## config.mk

```make
export PLATFORM = sky130hd
export DESIGN_NAME = vga_timing_gen
export DESIGN_NICKNAME = d
export VERILOG_FILES = /design/src/rtl/vga_timing_gen.sv
export SDC_FILE = /design/constraint.sdc
export NUM_CORES = 1
export LEC_CHECK = 0
export ABC_CLOCK_PERIOD_IN_PS = 2000
export CAP_MARGIN = 10
export CELL_PAD_IN_SITES_DETAIL_PLACEMENT = 0
export CELL_PAD_IN_SITES_GLOBAL_PLACEMENT = 2
export CORE_MARGIN = 1
export CORE_UTILIZATION = 32
export CTS_CLUSTER_DIAMETER = 120
export DETAILED_ROUTE_END_ITERATION = 8
export GPL_ROUTABILITY_DRIVEN = 0
export PLACE_DENSITY_LB_ADDON = 0.1
export SYNTH_ARGS = -nofsm -noshare
export SYNTH_HDL_FRONTEND = slang
export SYNTH_SLANG_ARGS = --single-unit
```

## constraint.sdc

```tcl
create_clock -name vga_clock -period 2 [get_ports vga_clock]
set_input_delay 0.6 -clock vga_clock [delete_from_list [all_inputs] [get_ports vga_clock]]
set_output_delay 0.6 -clock vga_clock [all_outputs]
set_load 0.01 [all_outputs]
```

## src/rtl/vga_timing_gen.sv

```systemverilog
// Parametrised VGA raster timing generator: pixel/line/frame counters, programmable-polarity
// syncs, display-active flag and strobes, with a pix_en-gated delay pipeline on the sync outputs.
module vga_timing_gen #(
   parameter int H_ACTIVE   = 640,
   parameter int H_FP       = 16,
   parameter int H_SYNC     = 96,
   parameter int H_BP       = 48,
   parameter int V_ACTIVE   = 480,
   parameter int V_FP       = 10,
   parameter int V_SYNC     = 2,
   parameter int V_BP       = 33,
   parameter int H_SYNC_POL = 0,
   parameter int V_SYNC_POL = 0,
   parameter int COUNT_W    = 11,
   parameter int FRAME_W    = 8,
   parameter int SYNC_DELAY = 2
) (
   input  logic               vga_clock,
   input  logic               reset_n,
   input  logic               pix_en,
   output logic [COUNT_W-1:0] hcount,
   output logic [COUNT_W-1:0] vcount,
   output logic               hsync,
   output logic               vsync,
   output logic               at_display_area,
   output logic               blank,
   output logic               start_of_frame,
   output logic               end_of_line,
   output logic [FRAME_W-1:0] frame_count
);

   localparam int H_TOTAL   = H_ACTIVE + H_FP + H_SYNC + H_BP;
   localparam int V_TOTAL   = V_ACTIVE + V_FP + V_SYNC + V_BP;
   localparam int MAX_TOTAL = (H_TOTAL > V_TOTAL) ? H_TOTAL : V_TOTAL;

   if (((MAX_TOTAL - 1) >> COUNT_W) != 0) begin : g_bad_count_w
      $error("vga_timing_gen: COUNT_W too narrow for H_TOTAL/V_TOTAL");
   end
   if (SYNC_DELAY < 0 || SYNC_DELAY > 7) begin : g_bad_sync_delay
      $error("vga_timing_gen: SYNC_DELAY must be 0..7");
   end

   localparam logic [COUNT_W-1:0] H_LAST     = COUNT_W'(H_TOTAL - 1);
   localparam logic [COUNT_W-1:0] V_LAST     = COUNT_W'(V_TOTAL - 1);
   localparam logic [COUNT_W-1:0] H_ACT      = COUNT_W'(H_ACTIVE);
   localparam logic [COUNT_W-1:0] V_ACT      = COUNT_W'(V_ACTIVE);
   localparam logic [COUNT_W-1:0] H_ACT_LAST = COUNT_W'(H_ACTIVE - 1);
   localparam logic [COUNT_W-1:0] HS_START   = COUNT_W'(H_ACTIVE + H_FP);
   localparam logic [COUNT_W-1:0] HS_END     = COUNT_W'(H_ACTIVE + H_FP + H_SYNC - 1);
   localparam logic [COUNT_W-1:0] VS_START   = COUNT_W'(V_ACTIVE + V_FP);
   localparam logic [COUNT_W-1:0] VS_END     = COUNT_W'(V_ACTIVE + V_FP + V_SYNC - 1);
   localparam logic               HS_ON      = (H_SYNC_POL != 0);
   localparam logic               VS_ON      = (V_SYNC_POL != 0);

   typedef struct packed {
      logic hsync;
      logic vsync;
      logic active;
   } vid_t;

   localparam vid_t VID_IDLE = vid_t'{hsync: ~HS_ON, vsync: ~VS_ON, active: 1'b0};

   logic [COUNT_W-1:0] hcount_q, hcount_d;
   logic [COUNT_W-1:0] vcount_q, vcount_d;
   logic [FRAME_W-1:0] frame_count_q, frame_count_d;
   logic               h_wrap, v_wrap;
   vid_t               vid_raw, vid_out;

   assign h_wrap = (hcount_q == H_LAST);
   assign v_wrap = (vcount_q == V_LAST);

   // NOTE: every variable assigned in always_comb gets a default first, so no path can infer a latch.
   always_comb begin
      hcount_d      = hcount_q;
      vcount_d      = vcount_q;
      frame_count_d = frame_count_q;
      if (pix_en) begin
         if (h_wrap) begin
            hcount_d = '0;
            if (v_wrap) begin
               vcount_d      = '0;
               frame_count_d = frame_count_q + FRAME_W'(1);
            end else begin
               vcount_d = vcount_q + COUNT_W'(1);
            end
         end else begin
            hcount_d = hcount_q + COUNT_W'(1);
         end
      end
   end

   // NOTE: sequential state uses non-blocking assignments so all flops update from pre-edge values.
   always_ff @(posedge vga_clock or negedge reset_n) begin
      if (!reset_n) begin
         hcount_q      <= '0;
         vcount_q      <= '0;
         frame_count_q <= '0;
      end else begin
         hcount_q      <= hcount_d;
         vcount_q      <= vcount_d;
         frame_count_q <= frame_count_d;
      end
   end

   always_comb begin
      vid_raw.hsync  = (hcount_q >= HS_START && hcount_q <= HS_END) ? HS_ON : ~HS_ON;
      vid_raw.vsync  = (vcount_q >= VS_START && vcount_q <= VS_END) ? VS_ON : ~VS_ON;
      vid_raw.active = (hcount_q < H_ACT) && (vcount_q < V_ACT);
   end

   if (SYNC_DELAY == 0) begin : g_no_delay
      // Reset must still force idle levels even though this path has no flops.
      assign vid_out = reset_n ? vid_raw : VID_IDLE;
   end else begin : g_delay
      vid_t pipe_q [SYNC_DELAY];
      vid_t pipe_d [SYNC_DELAY];

      always_comb begin
         pipe_d = pipe_q;
         if (pix_en) begin
            pipe_d[0] = vid_raw;
            for (int i = 1; i < SYNC_DELAY; i++) begin
               pipe_d[i] = pipe_q[i-1];
            end
         end
      end

      // NOTE: every stage is reset, not just the last one, so no stale sync level ever leaks out.
      always_ff @(posedge vga_clock or negedge reset_n) begin
         if (!reset_n) begin
            for (int i = 0; i < SYNC_DELAY; i++) begin
               pipe_q[i] <= VID_IDLE;
            end
         end else begin
            pipe_q <= pipe_d;
         end
      end

      assign vid_out = pipe_q[SYNC_DELAY-1];
   end

   assign hcount          = hcount_q;
   assign vcount          = vcount_q;
   assign frame_count     = frame_count_q;
   assign hsync           = vid_out.hsync;
   assign vsync           = vid_out.vsync;
   assign at_display_area = vid_out.active;
   assign blank           = ~vid_out.active;
   assign start_of_frame  = reset_n && pix_en && (hcount_q == '0) && (vcount_q == '0);
   assign end_of_line     = reset_n && pix_en && (hcount_q == H_ACT_LAST);

endmodule

```

==> results.ini <==
[status]
outcome = finished with violations
failed_checks = setup timing

[clocking]
clock-sinks = 36
tritoncts = yes
clk_pin_slew_ns = 0.07
cts_buffers = 5
htree_levels = 2
clock_latency_ns = 0.29
hold_buffers = 0
root_buffer = clkbuf_8
clockBufferDepth = 2

[synth]
yosys_warnings = 0
synth.distinct_cells = 43
synth-xor-area-share = 0.08434
synth-main-ff-cell = dfrtp_1
syn_area_per_cell_um2 = 10.38
synth.cell_area_um2 = 1973
synth_nets = 199
synthSimpleGateAreaFrac = 0.2613
async_flop_share = 1.000
synth_fa_ha_area_frac = 0.03805
synthCells = 190
ys_ff_latch = 36
synthMuxAreaShare = 0.02219
synth_edf_count = 0
synth_top_family_by_area = simple AND/OR/NAND/NOR gates
yosysSeqAreaShare = 0.4591
synth_compound_area_frac = 0.09068

[routing]
firstDrtPassIters = 4
num_vias = 1791
drtIter0Drc = 118
drt-total-wl_um = 5524
wl_per_cell_um = 15.60
via_per_inst = 5.059
detail-route-antenna-nets = 0
drc = 0

[cells_and_area]
drive_above_1_share = 0.3190
finish.utilization = 0.4979
nNetsFinal = 287
final_common_cell = buf_4
final_cell_mix = buf_4, dfrtp_1, clkdlybuf4s50_1
final_area_um2 = 2948
diodes = 0
area_delta_synth_final_pct = 49.40

[power]
p_int_w = 0.001385
combPwrFrac = 0.326
pwr-share-seq = 0.425
power_frac_clock = 0.250
p_switching_w = 0.0006238
irDropWorstVdd_uv = 360.8
power.density_nw_per_um2 = 681.6
switching_share = 0.3105
p_leak_nw = 1.424
fin_total_pwr_w = 0.002009

[global_route]
grt_usage = 0.1819
grt_pass1_vias = 1806
grt_first_pass_wirelength_um = 8852
grt_antenna_before_repair = 0
globalRouteOverflowTotal = 0
grt_max_degree = 37

[worst_setup_path]
worstSetupEndpointType = output pin
cp.buffers_inverters = 2
max_stage_delay_ns = 0.40
slowest_stage = dfrtp_1
startpoint_type = register
critical_path_required_ns = 1.40
cp_data_arrival_time_ns = 1.61
worstSetupPathType = reg -> out
path_delay_family = simple AND/OR/NAND/NOR gates
path_cells = inv_2 -> ha_4 -> nor4b_4 -> nand4_1 -> nor3_1 -> buf_2
path_max_fanout = 2

[place]
dp.final_hpwl_um = 3865
placed_area_um2 = 2731
numPortBuffers = 38

[timing]
period_share = 1.103
worst_pin_slew_ns = 0.4949
fin_skew_ns = 0.01102
rsz0062_at_grt = true
fmax_mhz = 453.3
hold_violations = 0
max_slew_margin = 0.6701
slew_violations = 0
worst_slack_ns = -0.2060
setup_viol = 2
setup-tns-final_ns = -0.3852
min_period_ns = 2.206

[floorplanning]
die_area_um2 = 6484
core_area_um2 = 5921
die_w_um = 80.53
ioPinCount = 39
die_height_um = 80.53
start_util = 0.3333
rows = 28

[worst_hold_path]
hold_class = reg -> reg

[run]
drv_cap = 0

==> layout make-up <==
type	count	area [um2]
clock inverter	1	5.005
timing repair buffer	87	764.5
multi-input combinational	137	1061
fill	548	2973
tap	75	93.84
inverter	11	41.29
clock buffer	7	76.32
sequential	36	905.9
==> stage by stage <==
stage,setup WS (ns),std cells,hold WS (ns)
after floorplan,0.08898,190,0.3044
after global routing,-0.3095,354,0.4980
after global placement,-0.7421,340,0.4556
after detailed placement,-0.7439,340,0.4616
after CTS,-0.1751,351,0.4712
final,-0.2060,354,0.4639
==> power by group through the flow <==
stage	logic (W)	registers, W	clock network (W)
final	0.000655	0.000853	0.000501
after global routing	0.000713	0.000862	0.000567
after CTS	0.000640	0.000850	0.000524
after detailed placement	0.000613	0.000855	0
after global placement	0.000609	0.000849	0
after floorplan	0.000200	0.000911	0
==> flip-flops by register name, indices dropped and copies added (netlist names) <==
signal           count
at_display_area      1
frame_count          8
g_delay.pipe_q       3
hcount              11
hsync                1
vcount              11
vsync                1
==> worst paths after layout <==
check                      depth (start not counted)                       endpoint  slack [ns]                       start
max                                                6                 start_of_frame       -0.21       hcount[0]$_DFFE_PN0P_
min                                                1     frame_count[7]$_DFFE_PN0P_        0.46  frame_count[7]$_DFFE_PN0P_
max reg2reg                                        8     frame_count[1]$_DFFE_PN0P_        0.12       hcount[1]$_DFFE_PN0P_
min reg2reg                                        1     frame_count[7]$_DFFE_PN0P_        0.46  frame_count[7]$_DFFE_PN0P_
max in group asynchronous                          2  g_delay.pipe_q[4]$_DFFE_PN1P_        1.12                     reset_n
min in group asynchronous                          2          vcount[1]$_DFFE_PN0P_        0.53                     reset_n
==> worst reg2reg max path, stage by stage, from the launching register on <==
cell and delay (ns):
dfrtp_1 0.39, buf_6 0.13, ha_4 0.13, buf_4 0.09, buf_4 0.11, and4_4 0.26
nand3_4 0.14, nor2_1 0.18, mux2_2 0.35
==> cells in the mapped netlist (2+ instances only) <==
| master | number | area [um2] |
|---|---|---|
| nor3_1 | 6 | 30.03 |
| buf_2 | 3 | 15.01 |
| dfrtp_1 | 32 | 800.8 |
| mux2_2 | 3 | 33.78 |
| nand3_4 | 2 | 35.03 |
| nor2_1 | 11 | 41.29 |
| buf_6 | 2 | 22.52 |
| a31oi_1 | 4 | 25.02 |
| nor3_2 | 2 | 20.02 |
| o21ai_0 | 11 | 55.05 |
| nor4_1 | 7 | 43.79 |
| o31ai_1 | 2 | 15.01 |
| inv_1 | 11 | 41.29 |
| nand2_1 | 11 | 41.29 |
| a21o_2 | 2 | 17.52 |
| ha_1 | 6 | 75.07 |
| or3_1 | 3 | 18.77 |
| nand4_1 | 8 | 50.05 |
| xor2_1 | 10 | 87.58 |
| nand3_1 | 13 | 65.06 |
| nor4_4 | 2 | 42.54 |
| dfstp_2 | 4 | 105.1 |
| a32o_1 | 2 | 20.02 |
| and3_1 | 6 | 37.54 |
| xnor2_1 | 9 | 78.83 |
==> cell families (layout without fill, tap and decap cells) <==
logic type / count (synthesis) / after routing
AND/OR/NAND/NOR: 80 / 81
adder cells (fa/ha/maj): 6 / 6
XOR/XNOR: 19 / 19
AO/OA/AOI/OAI: 27 / 27
flip-flops: 36 / 36
buffers and inverters: 18 / 106
multiplexers: 4 / 4
==> repair_timing <==
item / 4_1_cts / 5_1_grt
pin swaps: 6 / 4
gates cloned: 0 / 1
setup buffers: 3 / 2
setup endpoints to repair: 21 / 19
resized for setup: 27 / 16
==> routing by layer <==
layer,up-vias,routed length [um],global-route usage
met5,-,0,0
met4,0,86,0.06250
met3,6,208,0.04205
met2,46,2529,0.2771
met1,870,2700,0.2504
li1,869,-,-
Note: power is estimated with default switching activity, not from simulation.
